`src/rtl/fetch_bpred.sv`:
```
// Fetch stage with a static branch predictor (backward B-type and JAL taken).
// Optional BP_STATS_EN adds saturating resolve/mispredict counters.
module fetch_bpred #(
    parameter logic [31:0] RESET_PC = 32'h0000_0000
) (
    input  logic        clk,
    input  logic        reset_n,
    output logic [31:0] imem_addr,
    input  logic [31:0] imem_rdata,
    input  logic        stall,
    input  logic        ex_resolve,
    input  logic        ex_mispredict,
    input  logic [31:0] ex_target,
    output logic        if_valid,
    output logic [31:0] if_pc,
    output logic [31:0] if_instr,
    output logic        if_pred_taken,
    output logic [31:0] if_pred_target
`ifdef BP_STATS_EN
    ,
    output logic [31:0] stat_branches,
    output logic [31:0] stat_mispredicts
`endif
);

    localparam logic [6:0]  OP_BRANCH = 7'b1100011;
    localparam logic [6:0]  OP_JAL    = 7'b1101111;
    localparam logic [31:0] NOP       = 32'h0000_0013;

    logic [31:0] pc;
    logic [31:0] imm_b;
    logic [31:0] imm_j;
    logic [31:0] seq_pc;
    logic [31:0] pred_target;
    logic        is_branch;
    logic        is_jal;
    logic        pred_taken;

    assign imem_addr = pc;

    always_comb begin
        imm_b       = {{20{imem_rdata[31]}}, imem_rdata[7], imem_rdata[30:25],
                       imem_rdata[11:8], 1'b0};
        imm_j       = {{12{imem_rdata[31]}}, imem_rdata[19:12], imem_rdata[20],
                       imem_rdata[30:21], 1'b0};
        is_branch   = (imem_rdata[6:0] == OP_BRANCH);
        is_jal      = (imem_rdata[6:0] == OP_JAL);
        seq_pc      = pc + 32'd4;
        // Backward branches are assumed to be loop closers, hence taken.
        pred_taken  = is_jal || (is_branch && imem_rdata[31]);
        pred_target = seq_pc;
        if (is_jal)
            pred_target = pc + imm_j;
        else if (is_branch && imem_rdata[31])
            pred_target = pc + imm_b;
    end

    always_ff @(posedge clk or negedge reset_n) begin
        if (!reset_n) begin
            pc             <= RESET_PC;
            if_valid       <= 1'b0;
            if_pc          <= 32'h0;
            if_instr       <= NOP;
            if_pred_taken  <= 1'b0;
            if_pred_target <= 32'h0;
        end else if (ex_mispredict) begin
            // Redirect wins over stall; the flushed slot becomes a one-cycle bubble.
            pc       <= {ex_target[31:2], 2'b00};
            if_valid <= 1'b0;
        end else if (!stall) begin
            pc             <= pred_target;
            if_valid       <= 1'b1;
            if_pc          <= pc;
            if_instr       <= imem_rdata;
            if_pred_taken  <= pred_taken;
            if_pred_target <= pred_target;
        end
    end

`ifdef BP_STATS_EN
    always_ff @(posedge clk or negedge reset_n) begin
        if (!reset_n) begin
            stat_branches    <= 32'h0;
            stat_mispredicts <= 32'h0;
        end else begin
            if (ex_resolve && (stat_branches != 32'hFFFF_FFFF))
                stat_branches <= stat_branches + 32'd1;
            if (ex_mispredict && (stat_mispredicts != 32'hFFFF_FFFF))
                stat_mispredicts <= stat_mispredicts + 32'd1;
        end
    end

    logic [1:0] unused_tgt_lsb;
    assign unused_tgt_lsb = ex_target[1:0];
`else
    logic [2:0] unused_in;
    assign unused_in = {ex_resolve, ex_target[1:0]};
`endif

endmodule

```
`config.mk`:
```
export PLATFORM = sky130hd
export DESIGN_NAME = fetch_bpred
export DESIGN_NICKNAME = d
export VERILOG_FILES = /design/src/rtl/fetch_bpred.sv
export SDC_FILE = /design/constraint.sdc
export NUM_CORES = 1
export LEC_CHECK = 0
export CAP_MARGIN = 5
export CELL_PAD_IN_SITES_DETAIL_PLACEMENT = 1
export CELL_PAD_IN_SITES_GLOBAL_PLACEMENT = 1
export CORE_MARGIN = 3
export CORE_UTILIZATION = 40
export DETAILED_ROUTE_END_ITERATION = 6
export GPL_TIMING_DRIVEN = 0
export HOLD_SLACK_MARGIN = 0.06
export PLACE_DENSITY_LB_ADDON = 0.12
export SLEW_MARGIN = 20
export SYNTH_ARGS = -nofsm -noshare
export SYNTH_HDL_FRONTEND = slang
export SYNTH_SLANG_ARGS = --single-unit
```
`constraint.sdc`:
```
create_clock -name clk -period 5.4 [get_ports clk]
set_input_delay 0.54 -clock clk [delete_from_list [all_inputs] [get_ports clk]]
set_output_delay 0.54 -clock clk [all_outputs]
set_load 0.01 [all_outputs]
```
# After elaboration in Yosys (flattened, before gate mapping)
# Cells that the tools add are included.
[op_classes]
n_addsub = 3
n_eq_ne = 3
mux = 6
n_bitwise = 2
reduce_logical = 3
[ops]
columns = ["op", "count"]
rows = [
  ["2-to-1 mux 32 bit", 4],
  ["adder 32 bit", 2],
  ["adder 32 x 3 -> 32 bit (second input constant)", 1],
  ["== test 7 bit (second input constant)", 2],
  ["2-to-1 mux 1 bit", 2],
  ["!= test 2 x 1 -> 1 bit (second input constant)", 1],
  ["inverter 1 bit", 2],
  ["AND reduction 2 bit", 1],
  ["logical AND 1 bit", 1],
  ["logical OR 1 bit", 1],
]
[totals]
register_bits = 130
word_cells = 23

# Longest topological paths before layout
[logic_depth]
ltp_word = 6
ltp_mapped = 11

# Least setup slack after synthesis
# OpenSTA, ideal clock, no wires.
[synth_timing]
path_kind = "input to register"
from = "input port imem_rdata[8]"
to = "register if_pred_target[31]"
setup_time_ns = 0.130
arrival_time_ns = 2.813
required_ns = 5.270
setup_slack_ns = 2.457
path_stages = 11
n_path_buf = 0
cell_sequence = "ha_1 -> inv_1 -> fa_1 -> nand2b_1 -> a211oi_1 -> o21ai_0 -> and3_1 -> a41o_1 -> o31a_1 -> a21oi_1 -> a21oi_1"
[synth_between]
elab_chain_cells = 3
[synth_lines]
columns = ["element", "line_no", "text"]
rows = [
  ["from (decl)", "9", "input logic [31:0] imem_rdata,"],
  ["adder 32 bit", "55", "pred_target = pc + imm_b;"],
  ["2-to-1 mux 32 bit", "54", "else if (is_branch && imem_rdata[31])"],
  ["2-to-1 mux 32 bit", "52", "if (is_jal)"],
  ["to (signal assigned)", "76", "if_pred_target <= pred_target;"],
  ["to (decl)", "18", "output logic [31:0] if_pred_target"],
]
# Every way passes these cells.
# A chain may end at the register's enable or synchronous reset.

# Final worst setup path
[layout_timing]
from = "input port imem_rdata[21]"
to = "register pc[23], in the netlist imem_addr[23]"
[layout_between]
elab_chain_cells = 4
[layout_lines]
columns = ["element", "line_no", "text"]
rows = [
  ["adder 32 bit", "53", "pred_target = pc + imm_j;"],
  ["2-to-1 mux 32 bit", "52", ""],
  ["2-to-1 mux 32 bit", "70", "end else if (!stall) begin"],
  ["2-to-1 mux 32 bit", "66", "end else if (ex_mispredict) begin"],
  ["to (signal assigned)", "68", "pc <= {ex_target[31:2], 2'b00};"],
  ["to (signal assigned)", "71", "pc <= pred_target;"],
  ["to (decl)", "30", "logic [31:0] pc;"],
]
# Every way passes these cells. The select of a mux whose other input is x is not followed.

==> key figures <==
Routing
  • Detail-routed via count per cell: 6.06
  • DRT iter0 DRCs: 759
  • Pre-antenna DRT Iters: 5
  • DRC viols: 0
  • Vias: 9,952
  • DR WL/cell: 23.7 um
  • Final ANT Viol Nets: 0
  • Final wirelength: 39,000 um

Die
  • Die Span X: 155 um
  • Die area: 0.0241 mm^2
  • I/O Pins: 199
  • Rows: 54
  • Initial core utilization: 40.8%
  • Core area: 0.0219 mm^2
  • Die Ht: 155 um

Timing
  • Hold WS: 0.463 ns
  • Worst slew pin tran: 0.872 ns
  • Fin. max-slew vios: 0
  • RSZ-0062 raised after global routing: no
  • Final Hold Viols: 0
  • Final count of negative-setup-slack endpoints: 0
  • Min Tclk post-route: 4.22 ns
  • Maximum clock rate: 0.237 GHz
  • Final WS setup: 1.18 ns
  • Skew final: 0.00963 ns
  • Fin crit share: 78.2%
  • Slew Limit Headroom: 41.4%

Hold path
  • Hold WC Path Type: reg2reg
  • Origin of the worst min-delay path: if_instr[1]

Run status
  • Status: finished, final reports clean

Placement
  • Post-DP HPWL: 29,400 um
  • Placed Instances: 1,610
  • Port Buf Inserts: 192
  • Setup Slack @ Placement: 0.746 ns
  • Placed cell area: 0.0112 mm^2
  • Final Wtd Congestion: 0.978

Synthesis
  • Netlist Area Pre-Place: 0.00893 mm^2
  • Main flop type after synthesis: dfrtp_1
  • Post-synth EDFFs: 0
  • Synth top area share: 34.8%
  • Synth warn: 0
  • Post-synthesis sequential area ratio: 35.6%
  • Async set-reset flop share out of synthesis: 100%
  • Synth area leaders: dfrtp_1, nand2_1, ha_1
  • Seq cells post-synth: 127
  • Largest area contributor in the netlist: dfrtp_1
  • Cell variety after synth: 76
  • Cells after Synth: 1,135
  • Syn Area/Cell: 7.86 um^2

Clocking
  • CTS tree: yes
  • Worst-skew pair later-pin latency: 0.43 ns
  • Postcts setup bufs: 0
  • CTS sink count: 127
  • H-tree level count: 4
  • Max clock buf depth: 2
  • Clock-pin slew on the worst setup and hold paths: 0.06 ns
  • CTS root buffer: clkbuf_16
  • CTS buffer count: 17

Setup path
  • CP Data Required Time: 5.66 ns
  • Worst-path cell chain: clkdlybuf4s50_1 > ha_1 > inv_1 > fa_1 > nand2b_1 > a211oi_1 > o31ai_1 > a21o_1 > a211oi_1 > o21ai_0 > a22oi_1 > o221ai_1
  • Crit path DAT: 4.49 ns
  • Buf/Inv on CP: 2
  • Critical R2R Launch: imem_addr[1]
  • Largest delay contributor family on the critical path: compound AO/OA/AOI/OAI gates
  • Crit Path Category: in2reg
  • CP endpoint kind: register
  • Max incr delay on CP: 0.68 ns
  • Largest fanout on the critical path: 5
  • Slowest CP cell: a211oi_1
  • CP dominant cell by count: a211oi_1
  • Crit. Startpoint: imem_rdata[21]
  • Critical Path Start Type: input port

Power and ir drop
  • Pwr/cell area: 321 mW/mm^2
  • Maximum VDD drop: 0.214 mV
  • Static Leak: 5.10 nW

Global route
  • Vias in the first global route: 9,829
  • Overall routing resource usage: 31.6%
  • Initial antenna violation count: 0
  • Largest net degree at the start of global routing: 85
  • Global route overflow: 0
  • First-pass GRT wire length: 58,900 um

Final layout
  • Final non-filler cell total: 1,643
  • Area Growth Syn to Fin: 32.4%
  • Total inserted antenna cells: 0
  • Util after Layout: 54.0%
  • Layout cells sized above 1: 4.62%
  • Filler Cell Count: 2,683
  • Layout Nets: 1,465
  • Fin area: 0.0118 mm^2

Job
  • Maximum capacitance violations: 0
[state kept, by name, summed over array words and instances, names as in the netlist]
register / cells
if_instr: 32
if_pc: 31
if_pred_taken: 1
if_pred_target: 31
if_valid: 1
imem_addr: 31
[path summary, 6_finish.rpt]
kind	endpoint	slack (ns)	depth (start not counted)
hold / removal	if_instr[1]	0.46	2
hold reg to reg	if_instr[1]	0.46	2
setup reg to reg	imem_addr[23]	1.25	11
max in group asynchronous	if_instr[16]	4.04	3
min in group asynchronous	if_pred_target[28]	0.57	2
setup / recovery	imem_addr[23]	1.18	12
[Yosys cell counts (3+ instances only)]
master    count
dfrtp_1     124
o21ai_0      80
nor2_1       85
nand3_1      22
a211oi_1     21
o31a_1        3
o31ai_1       8
or3_1         9
inv_1        26
ha_1         44
nand2b_1      7
and2_1        8
o221a_2       6
or4_1         3
a21oi_1      90
dfstp_2       3
o211ai_1     11
a211o_1       4
o221ai_1      4
mux2i_1      16
o21a_1        9
and4_1        4
nand4_1      14
o41ai_1       3
a21o_1       21
clkbuf_1     60
nor3_1       23
and3_1       17
buf_4         3
o21bai_1      5
nand2_1     269
xnor2_1      26
a31oi_1      15
a221oi_1     11
or2_2         4
a22oi_1       3
o22ai_1       3
a311oi_1      3
xor2_1       19
[tightest hold or removal path, cell delays in order, from the launching register on]
cell	delay [ns]
dfstp_2	0.37
nand2_1	0.05
nand2_1	0.05
[report_power, final]
part	internal, W	leakage [nW]	switching (W)
clock	0.000654	0.282	0.000514
sequential	0.00109	1.54	0.000169
combinational	0.000599	3.28	0.000776
[metal layers]
metal	GRT usage, %	part of all wire (%)
met2	48.8	44
met3	6.62	8.8
met1	44.9	45
met4	9.17	2.3
met5	0	0
[cell families (layout without fill, tap and decap cells)]
kind of cell	Yosys count	after routing	share of synthesized area, %
and+or+nand+nor	481	481	23.8
DFF	127	127	35.6
buffers and inverters	93	319	4.14
xor gates and xnor gates	45	45	4.42
other	1	3	0.0420
AOI/OAI and AO/OA	324	324	23.3
muxes	18	18	2.05
adders and majority gates	46	46	6.62
[cell type report]
type / instances / area, um^2 / area share (%)
plain buffers: 67 / 272 / 2.30
clock buffers: 18 / 439 / 3.72
clock inverters: 14 / 131 / 1.11
inverters: 26 / 97.6 / 0.826
multi-input cells: 917 / 5390 / 45.6
flip-flops and latches: 127 / 3180 / 26.9
well taps: 280 / 350 / 2.96
repair buffers: 194 / 1960 / 16.6
[per-stage QoR]
stage,setup TNS [ns],total power [W]
2_1_floorplan,0,0.00194
3_3_place_gp,-184.24,0.00257
3_5_place_dp,0,0.00261
4_1_cts,0,0.00378
5_1_grt,0,0.00397
6_report,0,0.00380
[cell usage in the layout, fill, tap and decap left out, drive strengths merged, types with 6 or more instances in the layout]
master,synthesis,final
nand2,270,270
buf,6,9
o21a,9,9
nor2,85,85
ha,44,44
xor2,19,19
inv,26,31
mux2i,16,16
clkbuf,61,79
clkdlybuf4s50,0,190
o31ai,8,8
nor3,23,23
nand2b,7,7
clkinv,0,7
o211ai,11,11
a21oi,91,91
and3,17,17
or3,9,9
nand3,23,23
a221oi,11,11
o21ai,81,81
o221a,6,6
and2,8,8
xnor2,26,26
a21o,21,21
dfrtp,124,124
a31oi,15,15
nand4,14,14
a211oi,21,21
[repair_timing]
action | 4_1_cts | 5_1_grt
hold buffers | 1 | 0
endpoints found under the setup margin | 0 | 0
hold endpoints to repair | 40 | 0
resized for setup | 0 | 0
Power figures use the tool's default switching activity.
